### src/rtl/turbofm_pkg.sv
// Shared types and timing constants for the TurboFM sound blocks.
// Every cycle count here is measured in 56 MHz fclk cycles.
package turbofm_pkg;

    localparam int FCLK_HZ = 56_000_000;

    // Counter width for the per-state cycle counters.
    localparam int CNT_W = 4;

    localparam int SAA_SETUP_CYC = 2;
    localparam int SAA_PULSE_CYC = 8;
    localparam int SAA_HOLD_CYC  = 2;
    localparam int SAA_GAP_CYC   = 2;

    typedef enum logic [2:0] {
        ST_IDLE,
        ST_SETUP,
        ST_STROBE,
        ST_HOLD,
        ST_GAP
    } saa_state_e;

    typedef struct packed {
        logic       a0;
        logic [7:0] data;
    } saa_req_t;

    // A state lasts n cycles, so the down-counter is loaded with n-1.
    function automatic logic [CNT_W-1:0] cnt_load(input int n);
        return CNT_W'(n - 1);
    endfunction

endpackage

### src/rtl/saa_req_slot.sv
// One-entry pending buffer in front of the SAA write sequencer.
// It can refill in the same cycle it drains, and it reports dropped requests on ovf.
module saa_req_slot
    import turbofm_pkg::*;
(
    input  logic     clk,
    input  logic     rst,
    input  logic     en,
    input  logic     req,
    input  saa_req_t req_in,
    input  logic     idle,
    input  logic     drain,
    output logic     vld,
    output logic     out_vld,
    output saa_req_t out,
    output logic     ovf
);

    saa_req_t pend;
    logic     accept;
    logic     drop;
    logic     bypass;

    // A request in IDLE goes straight to the sequencer, so it never reaches this slot.
    assign accept = en && req && !idle && (!vld || drain);
    assign drop   = en && req && !idle && vld && !drain;
    // When the slot is empty and being drained, the new request passes straight through.
    assign bypass = accept && !vld && drain;

    assign out_vld = vld || (accept && !vld);
    assign out     = vld ? pend : req_in;

    always_ff @(posedge clk) begin
        if (rst) begin
            vld  <= 1'b0;
            pend <= '0;
            ovf  <= 1'b0;
        end else begin
            ovf <= drop;
            if (!en) begin
                vld <= 1'b0;
            end else if (accept && !bypass) begin
                vld  <= 1'b1;
                pend <= req_in;
            end else if (drain) begin
                vld <= 1'b0;
            end
        end
    end

endmodule

### src/rtl/saa_bus_seq.sv
// Replays Z80 port writes as SAA1099 CS_n/WR_n bus cycles.
// Every pin is registered from the next-state value, so no combinational path runs from req to a pin.
module saa_bus_seq
    import turbofm_pkg::*;
#(
    parameter int SETUP_CYC = SAA_SETUP_CYC,
    parameter int PULSE_CYC = SAA_PULSE_CYC,
    parameter int HOLD_CYC  = SAA_HOLD_CYC,
    parameter int GAP_CYC   = SAA_GAP_CYC
) (
    input  logic       fclk,
    input  logic       rst,
    input  logic       saa_enabled,
    input  logic       req,
    input  logic       req_a0,
    input  logic [7:0] req_data,
    output logic       busy,
    output logic       ovf,
    output logic       saa_cs_n,
    output logic       saa_wr_n,
    output logic       saa_a0,
    output logic [7:0] saa_d,
    output logic       saa_d_oe
);

    localparam int CNT_MAX = (1 << CNT_W) - 1;

    if (SETUP_CYC < 1 || SETUP_CYC > CNT_MAX || PULSE_CYC < 1 || PULSE_CYC > CNT_MAX ||
        HOLD_CYC < 1 || HOLD_CYC > CNT_MAX || GAP_CYC < 1 || GAP_CYC > CNT_MAX) begin : g_bad_param
        $error("saa_bus_seq: timing parameters must be in 1..15");
    end

    saa_state_e       state, state_n;
    logic [CNT_W-1:0] cnt, cnt_n;
    saa_req_t         cur, cur_n, pend;
    logic             pend_vld, pend_out_vld;
    logic             idle, drain;
    logic             cs_n_n, wr_n_n, d_oe_n;

    assign idle  = (state == ST_IDLE);
    assign drain = saa_enabled && (state == ST_GAP) && (cnt == '0);
    assign busy  = !idle || pend_vld;

    saa_req_slot u_slot (
        .clk     (fclk),
        .rst     (rst),
        .en      (saa_enabled),
        .req     (req),
        .req_in  ('{a0: req_a0, data: req_data}),
        .idle    (idle),
        .drain   (drain),
        .vld     (pend_vld),
        .out_vld (pend_out_vld),
        .out     (pend),
        .ovf     (ovf)
    );

    always_comb begin
        state_n = state;
        cnt_n   = cnt;
        cur_n   = cur;
        case (state)
            ST_IDLE: if (saa_enabled && req) begin
                state_n = ST_SETUP;
                cnt_n   = cnt_load(SETUP_CYC);
                cur_n   = '{a0: req_a0, data: req_data};
            end
            // Losing enable before the strobe aborts cleanly; once WR_n is low it completes.
            ST_SETUP: if (!saa_enabled) begin
                state_n = ST_GAP;
                cnt_n   = cnt_load(GAP_CYC);
            end else if (cnt == '0) begin
                state_n = ST_STROBE;
                cnt_n   = cnt_load(PULSE_CYC);
            end else begin
                cnt_n = cnt - 1'b1;
            end
            ST_STROBE: if (cnt == '0) begin
                state_n = ST_HOLD;
                cnt_n   = cnt_load(HOLD_CYC);
            end else begin
                cnt_n = cnt - 1'b1;
            end
            ST_HOLD: if (cnt == '0) begin
                state_n = ST_GAP;
                cnt_n   = cnt_load(GAP_CYC);
            end else begin
                cnt_n = cnt - 1'b1;
            end
            ST_GAP: if (cnt == '0) begin
                if (drain && pend_out_vld) begin
                    state_n = ST_SETUP;
                    cnt_n   = cnt_load(SETUP_CYC);
                    cur_n   = pend;
                end else begin
                    state_n = ST_IDLE;
                end
            end else begin
                cnt_n = cnt - 1'b1;
            end
            default: state_n = ST_IDLE;
        endcase

        // A disabled, idle SAA sees the same pins as after reset.
        if (state_n == ST_IDLE && !saa_enabled)
            cur_n = '0;

        cs_n_n = 1'b1;
        wr_n_n = 1'b1;
        d_oe_n = 1'b0;
        case (state_n)
            ST_SETUP, ST_HOLD: begin
                cs_n_n = 1'b0;
                d_oe_n = 1'b1;
            end
            ST_STROBE: begin
                cs_n_n = 1'b0;
                wr_n_n = 1'b0;
                d_oe_n = 1'b1;
            end
            default: ;
        endcase
    end

    always_ff @(posedge fclk) begin
        if (rst) begin
            state    <= ST_IDLE;
            cnt      <= '0;
            cur      <= '0;
            saa_cs_n <= 1'b1;
            saa_wr_n <= 1'b1;
            saa_d_oe <= 1'b0;
        end else begin
            state    <= state_n;
            cnt      <= cnt_n;
            cur      <= cur_n;
            saa_cs_n <= cs_n_n;
            saa_wr_n <= wr_n_n;
            saa_d_oe <= d_oe_n;
        end
    end

    assign saa_a0 = cur.a0;
    assign saa_d  = cur.data;

endmodule

### config.mk
export PLATFORM = sky130hd
export DESIGN_NAME = saa_bus_seq
export DESIGN_NICKNAME = d
export VERILOG_FILES = /design/src/rtl/turbofm_pkg.sv /design/src/rtl/saa_req_slot.sv /design/src/rtl/saa_bus_seq.sv
export SDC_FILE = /design/constraint.sdc
export NUM_CORES = 1
export LEC_CHECK = 0
export CAP_MARGIN = 10
export CORE_MARGIN = 3
export CORE_UTILIZATION = 50
export DETAILED_ROUTE_END_ITERATION = 10
export PLACE_DENSITY = 0.79
export SYNTH_ARGS = -nofsm -noshare
export SYNTH_HDL_FRONTEND = slang
export SYNTH_SLANG_ARGS = --single-unit
export TNS_END_PERCENT = 5
### constraint.sdc
create_clock -name fclk -period 2.6 [get_ports fclk]
set_input_delay 0.52 -clock fclk [delete_from_list [all_inputs] [get_ports fclk]]
set_output_delay 0.52 -clock fclk [all_outputs]
set_load 0.02 [all_outputs]
# Yosys cells after proc, flatten, opt, wreduce, memory -nomap -nowiden
# Index checks and enable logic that the tools add are counted.
[classes]
n_addsub = 1
n_eq_ne = 11
n_mux = 25
bitwise_logic = 1
reduce_logical = 33
[ops]
columns = ["operator", "count"]
rows = [
  ["$mux W9", 4],
  ["$mux W4", 6],
  ["$mux W3", 6],
  ["$pmux W9 S2", 1],
  ["$pmux W4 S4", 1],
  ["$pmux W3 S5", 1],
  ["$eq A3 B2 Y1 const B", 4],
  ["$logic_and A1 B1 Y1", 12],
  ["$eq A3 B1 Y1 const B", 2],
  ["$logic_not A3 Y1", 2],
  ["$mux W1", 6],
  ["$reduce_or A2 Y1", 3],
  ["$logic_not A1 Y1", 5],
  ["$logic_not A4 Y1", 1],
  ["$ne A2 B1 Y1 const B", 2],
  ["$reduce_and A4 Y1", 1],
  ["$reduce_bool A2 Y1", 2],
  ["$reduce_bool A4 Y1", 1],
  ["$sub A4 B1 Y4 const B", 1],
  ["$eq A3 B3 Y1 const B", 1],
  ["$logic_or A1 B1 Y1", 3],
  ["$ne A3 B2 Y1 const B", 1],
  ["$reduce_and A3 Y1", 1],
  ["$reduce_or A3 Y1", 1],
  ["3 further kinds", 3],
]
[word_totals]
regBits = 30
in_bits = 13
out_inout_bits = 14
elab_cells = 82

# Longest topological paths before layout
[logic_depth]
ltp_word = 14
depth_mapped = 6
ltp_nobuf = 5

# By module
# A second synthesis with hierarchy kept.
[hier_totals]
hier_cells = 191
hier_area_um2 = 1731.7
[by_module_without_submodules]
columns = ["mod", "n_inst", "cells_each", "area_each_um2", "seq_area_each_um2"]
rows = [
  ["saa_bus_seq", 1, 132, 1102.3, 380.4],
  ["saa_req_slot", 1, 59, 629.4, 220.2],
]

# Least setup slack after synthesis
# No wires, ideal clock.
[synth_path]
path_type = "register to register"
startpoint = "register cnt[1]"
endpoint = "register saa_cs_n"
setup_ns = 0.116
t_arrival_ns = 1.531
required_time_ns = 2.484
path_slack_ns = 0.953
path_stages_with_launch = 6
path_buffers = 1
synth_period_minus_slack_ns = 1.647
path_cell_list = "dfxtp_1 buf_6 nor4_4 nand2_1 or4_1 o211a_1"
[synth_between]
elab_chain_cells = 13
word_cells_on_any_way = 19
cone_classes = "eq/ne: 3; mux: 8; reduce/logical: 8"
[synth_lines]
columns = ["element", "line", "rtl"]
rows = [
  ["start: declaration", "saa_bus_seq.sv:34", "logic [CNT_W-1:0] cnt, cnt_n;"],
  ["start signal: assignment", "saa_bus_seq.sv:135", "cnt <= cnt_n;"],
  ["$logic_not A4 Y1 (*)", "n/a", ""],
  ["$logic_and A1 B1 Y1", "saa_bus_seq.sv:41", "assign drain = saa_enabled && (state == ST_GAP) && (cnt == '0);"],
  ["$logic_or A1 B1 Y1", "saa_req_slot.sv:25", "assign accept = en && req && !idle && (!vld || drain);"],
  ["$logic_and A1 B1 Y1", "saa_req_slot.sv:25", ""],
  ["$logic_and A1 B1 Y1", "saa_req_slot.sv:30", "assign out_vld = vld || (accept && !vld);"],
  ["$logic_or A1 B1 Y1", "saa_req_slot.sv:30", ""],
  ["$logic_and A1 B1 Y1", "saa_bus_seq.sv:91", "if (drain && pend_out_vld) begin"],
  ["$mux W1", "saa_bus_seq.sv:91", ""],
  ["$mux W3", "saa_bus_seq.sv:90", "ST_GAP: if (cnt == '0) begin"],
  ["$pmux W3 S5 (*)", "saa_bus_seq.sv:62", "case (state)"],
  ["$eq A3 B2 Y1 or $eq A3 B1 Y1 (tied branches)", "saa_bus_seq.sv:111", "case (state_n)"],
  ["$reduce_or A3 Y1 (no line) (*)", "n/a", ""],
  ["$mux W1 (*)", "saa_bus_seq.sv:111", ""],
  ["end signal: assignment", "saa_bus_seq.sv:137", "saa_cs_n <= cs_n_n;"],
  ["end: declaration", "saa_bus_seq.sv:19", "output logic saa_cs_n,"],
]
# Every way passes the cells marked *; elsewhere a longest branch is shown, timed or not.
# A chain may end at the register's enable or synchronous reset.

# Worst setup path in the final report
[layout_path]
startpoint = "register state[0]"
endpoint = "output port busy"
[layout_between]
elab_chain_cells = 3
[layout_lines]
columns = ["element", "line", "rtl"]
rows = [
  ["start: declaration", "saa_bus_seq.sv:33", "saa_state_e state, state_n;"],
  ["start signal: assignment", "saa_bus_seq.sv:134", "state <= state_n;"],
  ["$logic_not A3 Y1", "saa_bus_seq.sv:40", "assign idle = (state == ST_IDLE);"],
  ["$logic_not A1 Y1", "saa_bus_seq.sv:42", "assign busy = !idle || pend_vld;"],
  ["$logic_or A1 B1 Y1", "saa_bus_seq.sv:42", ""],
  ["end: declaration", "saa_bus_seq.sv:17", "output logic busy,"],
]
# No other way between the ends.

==> impl_results.md <==
- Status: completed
- Critical path, cell by cell: or2_2 > or3_1 > dlymetal6s2s_1
- Endpoints failing hold: 0
- Post-synth EDFFs: 0
- Crit path kind: reg -> out
- Slew headroom: 0.617
- Reg area: 601 µm²
- Delay-heaviest family, CP: simple AND/OR/NAND/NOR gates
- DR WL/cell: 14.6 µm
- Fin Setup TNS: 0 ps
- Design area: 1840 µm²
- Diodes inserted: 0
- Syn_area_per_cell: 8.97 µm²
- R2R Setup Slk: 660 ps
- Clock sinks: 30
- Clock Path Buffers: 2
- Grt ovf: 0
- Leakage: 0.806 nW
- Via/cell ratio: 5.92
- Min-delay worst type: reg -> reg
- Fill count: 248
- TritonCTS Buffers: 5
- Setup Skew: 8.11 ps
- Max-capacitance violation count: 0
- Layout cell share with drive strength beyond 1: 0.108
- Largest net degree at the start of global routing: 21
- Antenna viol nets, final: 0
- Initial core utilization: 0.536
- I/O pin cnt: 27
- Met2 usage: 0.331
- RD Place Congestion: 0.810
- Site row count: 19
- Core area: 2830 µm²
- Final WL: 3.27 mm
- Die ar.: 3730 µm²
- Via count: 1333
- Crit end category: output pin
- Drt drc: 0
- Met1 Use GR: 0.230
- Final period demand of the worst path: 2170 ps
- Synth cell types: 37
- #FFs+latches synth: 30
- CP startpoint kind: flop
- Initial DRC count: 97
- Total power per unit cell area: 531 nW/µm²
- Routing usage on met3: 0.0629
- GR peak layer: met2
- Root Driver: clkbuf_4
- I/O Buffers: 26
- R2r startpoint: state[2]$_SDFF_PP0_
- Post-placement cell count: 217
- # nets final: 206
- FMAX: 460 MHz
- Peak VDD IR: 340 µV
- Required @ worst endpoint: 2080 ps
- Sequential-to-total area share from yosys stat: 0.396
- Placed Instance Area: 1770 µm²
- Critical path's slowest cell: dfxtp_1
- Post-Synthesis Cell Area: 1520 µm²
- Skew-Pair Late Insertion Delay: 320 ps
- Final period util: 0.836
- Post-synth top flop: dfxtp_1
- Non-filler instance count after layout: 225
- HPWL Detailed: 2.39 mm
- H-tree depth: 2
- Worst Hold Launch: u_slot.pend[4]$_SDFFE_PP0P_
- Slew @ Worst Pin: 573 ps
- Largest stage delay on the critical path: 410 ps
- Ys Warns: 0
- Crit path from: state[0]$_SDFF_PP0_
- Area fraction of the dominant cell type after synthesis: 0.396
- Final Core Density: 0.650
- CTS tree: done
- Worst EP arrival: 1650 ps
- Number of global-route vias before repair: 1239
- Async S/R FF share, synth: 0
- Reg clk slew, reported paths: 90 ps
- Syn nets: 182
- WP buf/inv: 1
- Leading area contributor after synthesis: dfxtp_1
- Tot GR Track Use: 0.197
- Critical Path Fanout Max: 13
- First-pass DRT Iterations: 4
- Final setup vio count: 0
- Initial antenna violation count: 0
- Most common cell in the synthesized netlist: nand2_1
- Synth area leaders: dfxtp_1 40%, mux2i_1 13%, nand2_1 8.7%
- Die width: 61.1 µm
- Chip height: 61.1 µm
- Post-Syn Instances: 169
- RSZ-0062 raised after global routing: false
- Area delta synth->final: 21.2%
- Max Slew Vio Count: 0
- Synth top cells by count: 35 x nand2_1, 30 x dfxtp_1, 19 x mux2i_1
- First-pass GRT wire length: 5.43 mm
- Footprint of the multi-input gates: 838 µm²
==> layer usage <==
layer	routed length [µm]	up-vias
met5	0	-
met4	65	0
met3	165	9
met2	1640	34
met1	1400	636
li1	-	654
==> power breakdown <==
part	total (mW)	switching, mW	internal [mW]
sequential	0.506	0.0260	0.480
clock	0.288	0.158	0.130
combinational	0.182	0.0945	0.0872
total	0.976	0.279	0.697
==> final timing paths <==
check / to / depth (start not counted)
max reg2reg: u_slot.pend[5]$_SDFFE_PP0P_ / 5
min reg2reg: u_slot.pend[4]$_SDFFE_PP0P_ / 2
max: busy / 3
min: u_slot.pend[4]$_SDFFE_PP0P_ / 2
==> cells by family after synthesis <==
family / after synthesis / synth area share
compound gates: 41 / 0.205
buf+inv: 16 / 0.0512
flops: 30 / 0.396
mux: 19 / 0.125
simple gates: 63 / 0.223
==> cell usage in the layout (no fill, tap or decap), types with 3 or more instances in the layout <==
master / synthesis / routed
clkbuf_4: 0 / 5
nand3_1: 4 / 4
nor2_1: 5 / 5
mux2i_1: 19 / 19
nand2_1: 35 / 35
a21oi_1: 11 / 11
dfxtp_1: 30 / 30
nor2b_1: 3 / 3
o211a_1: 11 / 11
clkdlybuf4s50_1: 0 / 25
inv_1: 5 / 5
o21ai_0: 7 / 7
==> metrics by stage <==
step / hold WS [ps] / setup slack, ps / power [mW]
after global routing: 491 / 329 / 1.03
after CTS: 474 / 77.9 / 0.988
after floorplan: 434 / 953 / 0.630
after detailed placement: 460 / 391 / 0.698
after global placement: 442 / 466 / 0.691
final: 466 / 426 / 0.976
==> area by class of cell <==
cell class,count,share of cell area
inverter,5,0.0102
clock buffer,6,0.0279
timing repair buffer,28,0.151
multi-input combinational,123,0.456
tap,31,0.0211
clock inverter,2,0.00681
sequential,30,0.327
==> what timing repair did <==
item,4_1_cts,5_1_grt
hold buffers,0,0
setup endpoints to repair,0,1
setup buffers,0,0
gates resized for setup,0,1
==> registers in the layout, summed over array words and instances, names as in the netlist <==
signal / flops
u_slot.pend: 9
saa_d: 8
cnt: 4
state: 3
saa_a0: 1
saa_cs_n: 1
saa_d_oe: 1
saa_wr_n: 1
u_slot.ovf: 1
u_slot.vld: 1
==> worst min-delay path, stage by stage (launching register included) <==
cell	delay, ps
dfxtp_1	320
nand2_1	50
mux2i_1	50
Note: power is estimated with default switching activity, not from simulation.
